[config.mk]
export PLATFORM = sky130hd
export DESIGN_NAME = alu_sequencer
export DESIGN_NICKNAME = d
export VERILOG_FILES = /design/src/rtl/alu_seq_pkg.sv /design/src/rtl/alu_seq_decode.sv /design/src/rtl/alu_sequencer.sv
export SDC_FILE = /design/constraint.sdc
export NUM_CORES = 1
export LEC_CHECK = 0
export ABC_AREA = 1
export BUFFER_PORTS_ARGS = -buffer_cell sky130_fd_sc_hd__buf_2
export CORE_MARGIN = 4
export CORE_UTILIZATION = 45
export CTS_CLUSTER_DIAMETER = 30
export DETAILED_ROUTE_END_ITERATION = 10
export GPL_TIMING_DRIVEN = 0
export HOLD_SLACK_MARGIN = 0.1
export PLACE_DENSITY = 0.74
export SLEW_MARGIN = 20
export SYNTH_ARGS = -nofsm -noshare
export SYNTH_HDL_FRONTEND = slang
export SYNTH_HIERARCHICAL = 1
export SYNTH_SLANG_ARGS = --single-unit
export TNS_END_PERCENT = 100
[constraint.sdc]
create_clock -name clk -period 3.4 [get_ports clk]
set_clock_uncertainty 0.2 [all_clocks]
set_input_delay 0.68 -clock clk [delete_from_list [all_inputs] [get_ports clk]]
set_output_delay 0.68 -clock clk [all_outputs]
set_load 0.1 [all_outputs]
[src/rtl/alu_seq_pkg.sv]
////////////////////////////////////////////////////////////////////////////
// alu_seq_pkg : opcodes, ALU opcodes, FSM states, instruction fields
// Revision 1.0 - initial release
////////////////////////////////////////////////////////////////////////////
`default_nettype none

package alu_seq_pkg;

   localparam int IW        = 10;
   localparam int IR_OPC_HI = 9;
   localparam int IR_OPC_LO = 7;
   localparam int IR_IMM_HI = 4;
   localparam int IR_IMM_LO = 0;

   localparam logic [2:0] OPC_ADD = 3'b000;
   localparam logic [2:0] OPC_OR  = 3'b001;
   localparam logic [2:0] OPC_SHL = 3'b010;
   localparam logic [2:0] OPC_LDI = 3'b011;
   localparam logic [2:0] OPC_JMP = 3'b100;
   localparam logic [2:0] OPC_JZ  = 3'b101;
   localparam logic [2:0] OPC_JS  = 3'b110;
   localparam logic [2:0] OPC_HLT = 3'b111;

   localparam logic [1:0] ALUOP_ADD = 2'b00;
   localparam logic [1:0] ALUOP_OR  = 2'b01;
   localparam logic [1:0] ALUOP_SHL = 2'b10;
   localparam logic [1:0] ALUOP_NOP = 2'b11;

   // Jump condition selects; flag register layout is {SF,ZF}
   localparam logic [1:0] JC_ALWAYS = 2'b00;
   localparam logic [1:0] JC_ZF     = 2'b01;
   localparam logic [1:0] JC_SF     = 2'b10;

   typedef enum logic [2:0] {
      ST_IDLE   = 3'd0,
      ST_FETCH  = 3'd1,
      ST_DECODE = 3'd2,
      ST_EXEC   = 3'd3,
      ST_HALT   = 3'd4
`ifdef ALU_SEQUENCER_STEP_EN
      ,
      ST_WAIT_STEP = 3'd5
`endif
   } state_t;

endpackage

`default_nettype wire

[src/rtl/alu_seq_decode.sv]
////////////////////////////////////////////////////////////////////////////
// alu_seq_decode : combinational opcode to control-field mapping
// Revision 1.0 - initial release
////////////////////////////////////////////////////////////////////////////
`default_nettype none

module alu_seq_decode
   import alu_seq_pkg::*;
(
   input  logic [2:0] i_opc,
   output logic [1:0] o_alu_op,
   output logic       o_is_alu,
   output logic       o_is_ldi,
   output logic       o_is_jmp,
   output logic [1:0] o_jmp_cond,
   output logic       o_is_hlt
);

   always_comb begin
      o_alu_op   = ALUOP_NOP;
      o_is_alu   = 1'b0;
      o_is_ldi   = 1'b0;
      o_is_jmp   = 1'b0;
      o_jmp_cond = JC_ALWAYS;
      o_is_hlt   = 1'b0;
      case (i_opc)
         OPC_ADD: begin o_alu_op = ALUOP_ADD; o_is_alu = 1'b1; end
         OPC_OR:  begin o_alu_op = ALUOP_OR;  o_is_alu = 1'b1; end
         OPC_SHL: begin o_alu_op = ALUOP_SHL; o_is_alu = 1'b1; end
         OPC_LDI: o_is_ldi = 1'b1;
         OPC_JMP: o_is_jmp = 1'b1;
         OPC_JZ:  begin o_is_jmp = 1'b1; o_jmp_cond = JC_ZF; end
         OPC_JS:  begin o_is_jmp = 1'b1; o_jmp_cond = JC_SF; end
         default: o_is_hlt = 1'b1;
      endcase
   end

endmodule

`default_nettype wire

[src/rtl/alu_sequencer.sv]
////////////////////////////////////////////////////////////////////////////
// alu_sequencer : fetch/decode/exec controller for the 5-bit ALU CPU
// Revision 1.0 - ALU_SEQUENCER_STEP_EN adds i_step single-step mode
////////////////////////////////////////////////////////////////////////////
`default_nettype none

module alu_sequencer
   import alu_seq_pkg::*;
#(
   parameter int            DW       = 5,
   parameter logic [DW-1:0] RESET_PC = '0
)
(
   input  logic          clk,
   input  logic          rst_n,
   input  logic          i_run,
`ifdef ALU_SEQUENCER_STEP_EN
   input  logic          i_step,
`endif
   output logic [DW-1:0] o_rom_addr,
   output logic          o_rom_req,
   input  logic [IW-1:0] i_rom_data,
   input  logic          i_rom_vld,
   output logic [DW-1:0] o_alu_a,
   output logic [DW-1:0] o_alu_b,
   output logic [1:0]    o_alu_op,
   input  logic [DW-1:0] i_alu_r,
   input  logic          i_alu_sf,
   input  logic          i_alu_zf,
   output logic [DW-1:0] o_acc,
   output logic [1:0]    o_flags,
   output logic          o_busy,
   output logic          o_halted
);

   state_t          r_state;
   logic [DW-1:0]   r_pc;
   logic [DW-1:0]   r_acc;
   logic [IW-1:0]   r_ir;
   logic [1:0]      r_flags;

   logic [2:0]      w_opc;
   logic [DW-1:0]   w_imm;
   logic [1:0]      w_alu_op;
   logic            w_is_alu;
   logic            w_is_ldi;
   logic            w_is_jmp;
   logic [1:0]      w_jmp_cond;
   logic            w_is_hlt;
   logic            w_jmp_taken;

   assign w_opc = r_ir[IR_OPC_HI:IR_OPC_LO];
   assign w_imm = r_ir[IR_IMM_HI:IR_IMM_LO];

   alu_seq_decode u_decode (
      .i_opc      (w_opc),
      .o_alu_op   (w_alu_op),
      .o_is_alu   (w_is_alu),
      .o_is_ldi   (w_is_ldi),
      .o_is_jmp   (w_is_jmp),
      .o_jmp_cond (w_jmp_cond),
      .o_is_hlt   (w_is_hlt)
   );

   // Jumps look at the flags as they stood before this instruction
   assign w_jmp_taken = w_is_jmp &&
                        ((w_jmp_cond == JC_ALWAYS) ||
                         ((w_jmp_cond == JC_ZF) && r_flags[0]) ||
                         ((w_jmp_cond == JC_SF) && r_flags[1]));

   always_ff @(posedge clk or negedge rst_n) begin
      if (!rst_n) begin
         r_state <= ST_IDLE;
         r_pc    <= RESET_PC;
         r_acc   <= '0;
         r_ir    <= '0;
         r_flags <= '0;
      end else begin
         case (r_state)
            ST_IDLE: begin
               if (i_run) r_state <= ST_FETCH;
            end
            ST_FETCH: begin
               if (i_rom_vld) begin
                  r_ir    <= i_rom_data;
                  r_state <= ST_DECODE;
               end
            end
            ST_DECODE: begin
               r_state <= w_is_hlt ? ST_HALT : ST_EXEC;
            end
            ST_EXEC: begin
               if (w_is_alu) begin
                  r_acc   <= i_alu_r;
                  r_flags <= {i_alu_sf, i_alu_zf};
               end else if (w_is_ldi) begin
                  r_acc   <= w_imm;
               end
               r_pc <= w_jmp_taken ? w_imm : r_pc + DW'(1);
`ifdef ALU_SEQUENCER_STEP_EN
               r_state <= ST_WAIT_STEP;
`else
               r_state <= ST_FETCH;
`endif
            end
`ifdef ALU_SEQUENCER_STEP_EN
            ST_WAIT_STEP: begin
               if (i_step) r_state <= ST_FETCH;
            end
`endif
            ST_HALT: begin
               r_state <= ST_HALT;
            end
            default: r_state <= ST_IDLE;
         endcase
      end
   end

   // Request and opcode decode straight from the state flop so reset drops them at once
   assign o_rom_addr = r_pc;
   assign o_rom_req  = (r_state == ST_FETCH);
   assign o_alu_a    = r_acc;
   assign o_alu_b    = w_imm;
   assign o_alu_op   = ((r_state == ST_EXEC) && w_is_alu) ? w_alu_op : ALUOP_NOP;
   assign o_acc      = r_acc;
   assign o_flags    = r_flags;
   assign o_busy     = (r_state == ST_FETCH) || (r_state == ST_DECODE) ||
                       (r_state == ST_EXEC);
   assign o_halted   = (r_state == ST_HALT);

endmodule

`default_nettype wire

==> summary by stage <==
Timing
The routed design could run at a clock period as short as 2.79 ns. The final max-slew violation count is 0. At the pin with the least slew margin, the transition time is 0.506 ns. Setup violations remaining at the end of the flow were counted as 0. The final hold violation count is 0. Static timing analysis puts the maximum clock frequency at 358 MHz. Headroom to the max-slew limit came out at 66.3%. Setup repair after global routing left no endpoint under its margin. The final total negative setup slack is 0 ns.

The portion of the clock cycle consumed by the worst path in the final layout is 82.2%.

Synthesis
The count of distinct cell types in the synthesized netlist is 23. The flip-flop and latch count after synthesis is 23. The mean cell area of the mapped netlist is 7.62 um2. The sequential fraction of the synthesis area is 43.4%. The post-synthesis instance area is 1330 um2. Synthesis produced 174 cells.

The Yosys step of the flow raised 6 warnings. The net count of the mapped netlist is 196.

CTS
The post-CTS setup repair buffer count is 0. The count of clock tree sinks is 23. The hold-fix buffer count after cts is 0. The CTS clock-pin slew for the worst setup and hold paths is 0.13 ns. The maximum buffer depth of the clock tree is 2. The number of H-tree levels is 1. The clock tree from TritonCTS is yes. TritonCTS created 3 clock buffers. The count of cells resized by post-cts repair is 0. Clock tree synthesis selected as its root buffer the cell sky130_fd_sc_hd__clkbuf_4. At the later pin of the worst-skew pair, clock insertion delay measures 0.31 ns.

Detailed routing
In the final routed layout, each cell accounts on average for 11.1 um. In the routed design, unresolved DRC markers number 0. The number of vias per cell is 4.68. The violation count after the first detailed-routing iteration is 62. The detail route stage leaves a number of antenna-violating nets equal to 0. The length of the first detailed-routing pass in iterations is 4.

The detailed router placed 1188 vias in this run. Summed over all layers, the routed wires come to 2.83 mm.

Critical path
The worst setup path is launched from a flop. The endpoint required time on the critical path is 2.52 ns. Data on the critical path arrives at its endpoint at 1.91 ns. The category of the critical setup timing path is flop to output port.

The kind of capture point of the worst setup path is an output port. In this run the worst path has a maximum fanout of 8.

Cells and area
The sequential cell area is 576 um2. The relative area change from synthesis to final layout is 22.0%. The diode insertion count for antenna repair is 0. The post-route netlist has 33.6% of its cells at a drive strength greater than 1. The filler cells instantiated in the layout total 285. The area of the multi-input gates is 582 um2. The net count of the finished layout is 246.

Global routing
The first-pass GRT wire length is 5.17 mm. The number of antenna violations at the first check in global routing is 0. The maximum number of pins on one net before global-route repair is 24.

The overall routing resource usage is 16.1%. The via count of the first global-routing pass is 1154. Global routing finished with a remaining overflow of 0.

Placement
The total of buffers placed on input and output ports is 45. Once detailed placement completed, the half-perimeter wirelength came to 2.25 mm. The placer's final routability congestion estimate is 0.786.

Floorplan
48 I/O pins were placed. The total die area is 3880 um2. After floorplanning, the core was sized to cover 2780 um2. The placement row count is 19. Measured along the y axis, the die boundary spans 62.3 um. The width of the die is 62.3 um. The initial utilization of the core area, before any placement, comes to 47.7%.

Flow run
The count of max-cap constraint violations is 0.

Worst hold path
The worst min-delay path category is primary input to async pin.

Run status
The run finished with clean final reports.
## state kept, by name, summed over array words and instances (netlist names)
register and flops:
r_state 3, o_flags 2, r_ir 8, o_rom_addr 5, o_acc 5
## logic make-up (layout without fill, tap and decap cells)
| logic type | after synthesis | count (layout) | share of synthesized area (%) |
|---|---|---|---|
| simple gates | 96 | 96 | 33.2 |
| buf+inv | 33 | 82 | 12.7 |
| flops | 23 | 23 | 43.4 |
| fa+ha+maj | 1 | 1 | 0.943 |
| compound gates | 20 | 20 | 9.06 |
| xor+xnor | 1 | 1 | 0.660 |
## layout make-up
class,count,area share [%]
multi-input combinational,118,36.0
tap,31,2.40
clock inverter,1,0.309
timing repair buffer,45,13.9
clock buffer,3,1.39
sequential,23,35.6
buffer,12,5.57
inverter,21,4.87
## cells in the mapped netlist, drive strengths merged
master  instances  area, um2
a21oi          17        104
buf            11       86.3
clkbuf          1       3.75
dfrtp          23        576
ha              1       12.5
inv            21       78.8
nand2          42        168
nand3          18        103
nand4           2       12.5
nor2           31        129
nor3            1       16.3
o21ai           2       10.0
o22ai           1       6.26
or2             2       12.5
xnor2           1       8.76
## path summary, 6_finish.rpt
kind,from,slack [ns],end,cells after the start
min in group clk,o_flags[0]$_DFFE_PN0P_,0.31,o_flags[0]$_DFFE_PN0P_,2
max in group asynchronous,rst_n,2.54,r_ir[9]$_DFFE_PN0P_,1
max reg2reg,r_ir[8]$_DFFE_PN0P_,1.59,o_rom_addr[3]$_DFFE_PN0N_,10
min reg2reg,o_flags[0]$_DFFE_PN0P_,0.31,o_flags[0]$_DFFE_PN0P_,2
min,rst_n,0.12,r_ir[4]$_DFFE_PN0P_,1
max,r_state[2]$_DFFE_PN0P_,0.61,o_alu_op[0],6
## critical path: stages, from the launching register on
cell and delay (ns):
sky130_fd_sc_hd__dfrtp_1 0.45, sky130_fd_sc_hd__inv_1 0.20, sky130_fd_sc_hd__nand3_4 0.17, sky130_fd_sc_hd__inv_2 0.15, sky130_fd_sc_hd__nand2_1 0.12, sky130_fd_sc_hd__or2_1 0.23
sky130_fd_sc_hd__buf_2 0.29
## per-stage QoR
stage	cells	util, %	hold slack [ns]	instance area (um2)	setup WS (ns)
6_report	254	58.2	0.118	1620	0.606
5_1_grt	254	58.2	0.142	1620	0.478
4_1_cts	254	58.2	0.134	1620	0.579
3_5_place_dp	250	57.2	0.294	1590	0.960
3_3_place_gp	250	57.2	0.296	1590	0.959
2_1_floorplan	174	-	0.184	1330	0.588
## layer usage
layer	part of all wire (%)	track usage [%]	up-vias
met4	0.85	5.57	0
met1	45	21.4	521
met5	0	0	-
met3	5.8	3.06	4
met2	48	26.0	27
li1	-	-	636
## cell usage in the layout, fill, tap and decap left out, types with 3 or more instances in the layout
cell type	instances
sky130_fd_sc_hd__buf_2	45
sky130_fd_sc_hd__inv_1	18
sky130_fd_sc_hd__nand2_1	40
sky130_fd_sc_hd__inv_2	3
sky130_fd_sc_hd__buf_4	10
sky130_fd_sc_hd__clkbuf_4	3
sky130_fd_sc_hd__a21oi_2	5
sky130_fd_sc_hd__nor2_1	28
sky130_fd_sc_hd__nand3_1	17
sky130_fd_sc_hd__a21oi_1	12
sky130_fd_sc_hd__dfrtp_1	23
Power is not shown: default switching activity piles up to over one toggle a cycle in this logic, so the estimate is an artifact.
